### src/rtl/pipe_adder_pkg.sv
// Shared types for the segmented pipelined adder: operation encoding and result flags.
package pipe_adder_pkg;

    typedef enum logic [1:0] {
        OP_ADD = 2'b00,
        OP_ADC = 2'b01,
        OP_SUB = 2'b10,
        OP_SBC = 2'b11
    } op_e;

    typedef struct packed {
        logic n;
        logic z;
        logic c;
        logic v;
    } flags_t;

endpackage

### src/rtl/adder_seg.sv
// One pipeline segment: SEG_W-bit add with carry-in, producing sum, carry-out and a zero bit.
module adder_seg
    import pipe_adder_pkg::*;
#(
    parameter int unsigned SEG_W = 8
) (
    input  logic [SEG_W-1:0] a_i,
    input  logic [SEG_W-1:0] b_i,
    input  logic             c_i,
    output logic [SEG_W-1:0] s_o,
    output logic             c_o,
    output logic             z_o
);

    assign {c_o, s_o} = {1'b0, a_i} + {1'b0, b_i} + {{SEG_W{1'b0}}, c_i};
    assign z_o        = (s_o == '0);

endmodule

### src/rtl/pipe_adder.sv
// Pipelined ADD/ADC/SUB/SBC unit: WIDTH/SEG_W stages, one segment per stage, global stall
// on output backpressure, {N,Z,C,V} flags with ARM carry convention.
module pipe_adder
    import pipe_adder_pkg::*;
#(
    parameter int unsigned WIDTH = 32,
    parameter int unsigned SEG_W = 8
) (
    input  logic             clk,
    input  logic             reset_n,
    input  logic             in_valid,
    output logic             in_ready,
    input  logic [WIDTH-1:0] a,
    input  logic [WIDTH-1:0] b,
    input  logic [1:0]       op,
    input  logic             cin,
    output logic             out_valid,
    input  logic             out_ready,
    output logic [WIDTH-1:0] y,
    output logic [3:0]       flags
);

    localparam int unsigned NSEG = WIDTH / SEG_W;
    localparam logic [WIDTH-1:0] SEG_ONES = WIDTH'({SEG_W{1'b1}});

    if (WIDTH % SEG_W != 0) begin : g_width_check
        $error("pipe_adder: WIDTH must be an integer multiple of SEG_W");
    end

    op_e              op_sel;
    logic [WIDTH-1:0] b_eff;
    logic             cin_eff;
    logic             advance;

    logic [NSEG-1:0]            vld_q, vld_d, c_q, c_d, z_q, z_d;
    logic [NSEG-1:0][WIDTH-1:0] opa_q, opa_d, opb_q, opb_d, res_q, res_d;
    flags_t                     flags_c;
    logic                       unused_fwd;

    assign op_sel = op_e'(op);

    always_comb begin
        b_eff   = b;
        cin_eff = 1'b0;
        unique case (op_sel)
            OP_ADD: cin_eff = 1'b0;
            OP_ADC: cin_eff = cin;
            OP_SUB: begin
                b_eff   = ~b;
                cin_eff = 1'b1;
            end
            OP_SBC: begin
                b_eff   = ~b;
                cin_eff = cin;
            end
        endcase
    end

    // Stage k consumes segment k; operands and the partial result ride along whole so
    // later stages can pick their segment and the last stage can form V from the MSBs.
    for (genvar k = 0; k < NSEG; k++) begin : g_stage
        logic [WIDTH-1:0] a_in, b_in, r_in;
        logic             c_in, z_in, v_in;
        logic [SEG_W-1:0] seg_s;
        logic             seg_z;

        if (k == 0) begin : g_first
            assign a_in = a;
            assign b_in = b_eff;
            assign r_in = '0;
            assign c_in = cin_eff;
            assign z_in = 1'b1;
            assign v_in = in_valid;
        end else begin : g_next
            assign a_in = opa_q[k-1];
            assign b_in = opb_q[k-1];
            assign r_in = res_q[k-1];
            assign c_in = c_q[k-1];
            assign z_in = z_q[k-1];
            assign v_in = vld_q[k-1];
        end

        adder_seg #(.SEG_W(SEG_W)) u_seg (
            .a_i (a_in[k*SEG_W +: SEG_W]),
            .b_i (b_in[k*SEG_W +: SEG_W]),
            .c_i (c_in),
            .s_o (seg_s),
            .c_o (c_d[k]),
            .z_o (seg_z)
        );

        assign opa_d[k] = a_in;
        assign opb_d[k] = b_in;
        assign z_d[k]   = z_in & seg_z;
        assign vld_d[k] = v_in;
        assign res_d[k] = (r_in & ~(SEG_ONES << (k*SEG_W))) | (WIDTH'(seg_s) << (k*SEG_W));
    end

    assign advance   = !vld_q[NSEG-1] || out_ready;
    assign in_ready  = advance;
    assign out_valid = vld_q[NSEG-1];
    assign y         = res_q[NSEG-1];

    always_ff @(posedge clk or negedge reset_n) begin
        if (!reset_n) begin
            vld_q <= '0;
            c_q   <= '0;
            z_q   <= '0;
            opa_q <= '0;
            opb_q <= '0;
            res_q <= '0;
        end else if (advance) begin
            vld_q <= vld_d;
            c_q   <= c_d;
            z_q   <= z_d;
            opa_q <= opa_d;
            opb_q <= opb_d;
            res_q <= res_d;
        end
    end

    // Flags derive from final-stage registers, so reset leaves them all 0.
    always_comb begin
        flags_c.n = res_q[NSEG-1][WIDTH-1];
        flags_c.z = z_q[NSEG-1];
        flags_c.c = c_q[NSEG-1];
        flags_c.v = (opa_q[NSEG-1][WIDTH-1] == opb_q[NSEG-1][WIDTH-1]) &&
                    (res_q[NSEG-1][WIDTH-1] != opa_q[NSEG-1][WIDTH-1]);
    end

    assign flags = flags_c;

    // Only operand MSBs are live in the final stage.
    assign unused_fwd = ^{opa_q[NSEG-1][WIDTH-2:0], opb_q[NSEG-1][WIDTH-2:0]};

endmodule

### config.mk
export PLATFORM = sky130hd
export DESIGN_NAME = pipe_adder
export DESIGN_NICKNAME = d
export VERILOG_FILES = /design/src/rtl/pipe_adder_pkg.sv /design/src/rtl/adder_seg.sv /design/src/rtl/pipe_adder.sv
export SDC_FILE = /design/constraint.sdc
export NUM_CORES = 1
export LEC_CHECK = 0
export BUFFER_PORTS_ARGS = -buffer_cell sky130_fd_sc_hd__buf_2
export CORE_ASPECT_RATIO = 1.1
export CORE_UTILIZATION = 41
export CTS_CLUSTER_DIAMETER = 50
export DETAILED_ROUTE_END_ITERATION = 8
export PLACE_DENSITY = 0.62
export SETUP_SLACK_MARGIN = 0.05
export SLEW_MARGIN = 5
export SYNTH_ARGS = -nofsm -noshare
export SYNTH_HDL_FRONTEND = slang
export SYNTH_HIERARCHICAL = 1
export SYNTH_SLANG_ARGS = --single-unit
### constraint.sdc
create_clock -name clk -period 3.8 [get_ports clk]
set_input_delay 0.19 -clock clk [delete_from_list [all_inputs] [get_ports clk]]
set_output_delay 0.19 -clock clk [all_outputs]
set_load 0.02 [all_outputs]
==> qor.yml <==
final_layout:
  layout_common_cells: "190 x dfrtp_1, 118 x mux2_4, 107 x buf_2, 69 x mux2_2, 40 x xor2_1"
  multi_input_area_um2: 4260
  stdcell_area_um2: 10900
  drive_gt1_share_pct: 43.7
  final_common_cell: "dfrtp_1"
  nets: 875
  num_antenna_cells: 0
  seq_area_um2: 4750
  fillers: 1994
  final_cells: 1076
  syn_to_final_growth_pct: 16.8
worst_setup_path:
  cpMaxStageDelayCell: "fa_1"
  cp-startpoint: "g_stage[1].a_in[8]"
  crit_type: "reg2reg"
  critPathMaxStageDelay_ns: 0.42
  critPathTopFamily: "compound AO/OA/AOI/OAI gates"
  crit_fanout: 3
  crit_chain: "inv_1, fa_1, inv_1, fa_1, a21oi_1, o211ai_1, a21oi_1, xnor2_1, nor4_2, nand2_1, o21ai_0"
  path_buf_inv: 2
  timing.rr.start: "g_stage[1].a_in[8]"
  arrival_ns: 2.77
  worstPathRequired_ns: 4.13
  worstSetupEndpointType: "register"
  startpoint_type: "register"
floorplan:
  core_area_um2: 22300
  die-area_um2: 23500
  die_y_um: 161
  core.rowCount: 57
  ioPinCount: 109
  start_util_pct: 42.1
  die_w_um: 146
power_and_ir_drop:
  ir_worst_vdd_mv: 0.313
  p_leak_nw: 5.27
  power.switching_mw: 3.27
  powerDensity_nw_per_um2: 878
  clkPwrFrac_pct: 18.2
  p_comb_share_pct: 45.7
  p_int_mw: 6.34
  sequentialPowerShare_pct: 36.1
  p_sw_share_pct: 34.0
sta:
  hold_viol_final: 0
  setup_tns_ns: 0
  timing.fmax_ghz: 0.410
  fin_ws_ns: 1.36
  worst_pin_slew_ns: 0.829
  min_period_over_period_pct: 64.3
  slew_headroom_pct: 44.7
  setup_viol: 0
  fin_crit_ns: 2.44
  rsz0062_at_grt: "false"
  slew_violations: 0
  finalClockSkew_ns: 0.0136
  timing.hold.ws_ns: 0.0213
logic_synthesis:
  ys_types: 33
  synth_warnings: 6
  syn_area_um2: 9370
  synth_cells: 640
  synth-seq-cells: 190
  synth_nets: 747
  avgSynthCellArea_um2: 14.6
  yosysSeqAreaShare_pct: 50.8
clock_network:
  h-tree-depth: 4
  cts_resized: 0
  worstSkewPairLatency_ns: 0.43
  cts_hold_buf: 24
  post_cts_buffers: 0
  clk_pin_slew_worst_paths_ns: 0.07
  cts.sinks: 190
  clockBufferDepth: 2
  root_buffer: "clkbuf_16"
  cts_buffers: 17
  cts_tree: "yes"
job:
  maxCapViolations: 0
placed_design:
  place_ws_ns: 1.14
  dp_hpwl_um: 12200
  postPlaceCellArea_um2: 10100
  port_buffers: 108
  place_congestion: 0.883
  placedCellCount: 1020
global_routing:
  grt_pass1_vias: 5542
  use_met3_pct: 2.39
  busiest_layer: "met2"
  grt_max_degree: 99
  grt_first_pass_wirelength_um: 29000
  overflow: 0
  track_usage_pct: 15.6
  antenna_found_initial: 0
  use_met2_pct: 24.8
  met1_usage_pct: 21.8
route:
  drc: 0
  wl_per_cell_um: 16.1
  vias_per_cell: 4.85
  dr.pass1.iters: 4
  ant_nets: 0
  num_vias: 5219
  drtIter0Drc: 219
  drt-total-wl_um: 17300
worst_hold_path:
  hold_class: "in2reg"
  min-delay-start: "a[13]"
outcome:
  status: "finished clean"
[registers in the layout, indices dropped and copies added (netlist names)]
| register | cells |
|---|---|
| vld_q | 4 |
| z_q | 4 |
| g_stage.r_in | 48 |
| g_stage.b_in | 48 |
| y | 32 |
| c_q | 4 |
| g_stage.a_in | 48 |
| opb_q | 1 |
| opa_q | 1 |
[kinds of logic (layout without fill, tap and decap cells)]
family | count (synthesis) | count (layout) | share of synthesized area (%)
AOI/OAI and AO/OA | 60 | 60 | 4.88
adders and majority gates | 36 | 36 | 5.45
DFF | 190 | 190 | 50.8
xor gates and xnor gates | 52 | 52 | 4.86
muxes | 187 | 187 | 27.2
and+or+nand+nor | 54 | 54 | 3.01
buffers and inverters | 61 | 202 | 3.85
[worst register-to-register path, cell delays in order, from the launching register on]
cell      delay [ns]
dfrtp_1         0.39
inv_1           0.08
fa_1            0.20
inv_1           0.06
fa_1            0.42
a21oi_1         0.19
o211ai_1        0.11
a21oi_1         0.23
xnor2_1         0.13
nor4_2          0.24
nand2_1         0.13
o21ai_0         0.15
[cells in the mapped netlist, drive strengths merged]
| library cell | count | area [µm²] |
|---|---|---|
| ha | 28 | 350 |
| a211oi | 4 | 50.1 |
| nor2b | 5 | 31.3 |
| a21oi | 12 | 60.1 |
| nor2 | 16 | 60.1 |
| o211a | 4 | 40.0 |
| o22ai | 5 | 43.8 |
| o21bai | 4 | 30.0 |
| nand2 | 12 | 45.0 |
| buf | 27 | 233 |
| o211ai | 8 | 60.1 |
| nand2b | 2 | 12.5 |
| fa | 8 | 160 |
| clkbuf | 1 | 3.75 |
| o21a | 8 | 60.1 |
| nand3b | 3 | 22.5 |
| mux2 | 187 | 2550 |
| dfrtp | 190 | 4750 |
| nor4 | 4 | 50.1 |
| o21ai | 3 | 15.0 |
| nand3 | 4 | 20.0 |
| xnor2 | 12 | 105 |
| xor2 | 40 | 350 |
| a21o | 8 | 62.6 |
| nor3 | 8 | 40.0 |
| inv | 33 | 124 |
| o31a | 4 | 35.0 |
[area by class of cell]
class | count | share of cell area (%)
clock buffer | 24 | 4.31
clock inverter | 8 | 0.995
inverter | 33 | 1.18
multi-input combinational | 389 | 38.9
sequential | 190 | 43.4
tap | 295 | 3.37
timing repair buffer | 137 | 7.78
[power groups by stage]
stage                     Sequential (mW)  Combinational [mW]  Clock [mW]
final                                3.47                4.39        1.75
after global routing                 3.59                4.77        1.88
after CTS                            3.48                4.43        1.80
after detailed placement             3.52                4.39           0
after global placement               3.47                4.27           0
after floorplan                      3.55                3.40           0
[routing by layer]
layer	vias up	part of all wire, %	wire (µm)
li1	2483	-	-
met1	2617	50	8720
met2	103	46	7950
met3	16	2.5	425
met4	0	1.3	233
met5	-	0	0
[final timing paths]
path / endpoint / slack (ns) / cells after the start
worst max-delay path: z_q[1] / 1.36 / 11
worst min-delay path: g_stage[1].a_in[13] / 0.02 / 2
worst max register to register: z_q[1] / 1.36 / 11
worst min register to register: vld_q[3] / 0.50 / 1
max in group asynchronous: g_stage[3].r_in[21] / 2.42 / 3
min in group asynchronous: g_stage[3].r_in[4] / 0.44 / 2
[metrics by stage]
stage                     utilization [%]  power [mW]
after floorplan                         -        6.95
after global placement               45.5        7.74
after detailed placement             45.5        7.91
after CTS                            49.2        9.72
after global routing                 49.2        10.2
final                                49.2        9.61
(Power assumes the default switching activity.)
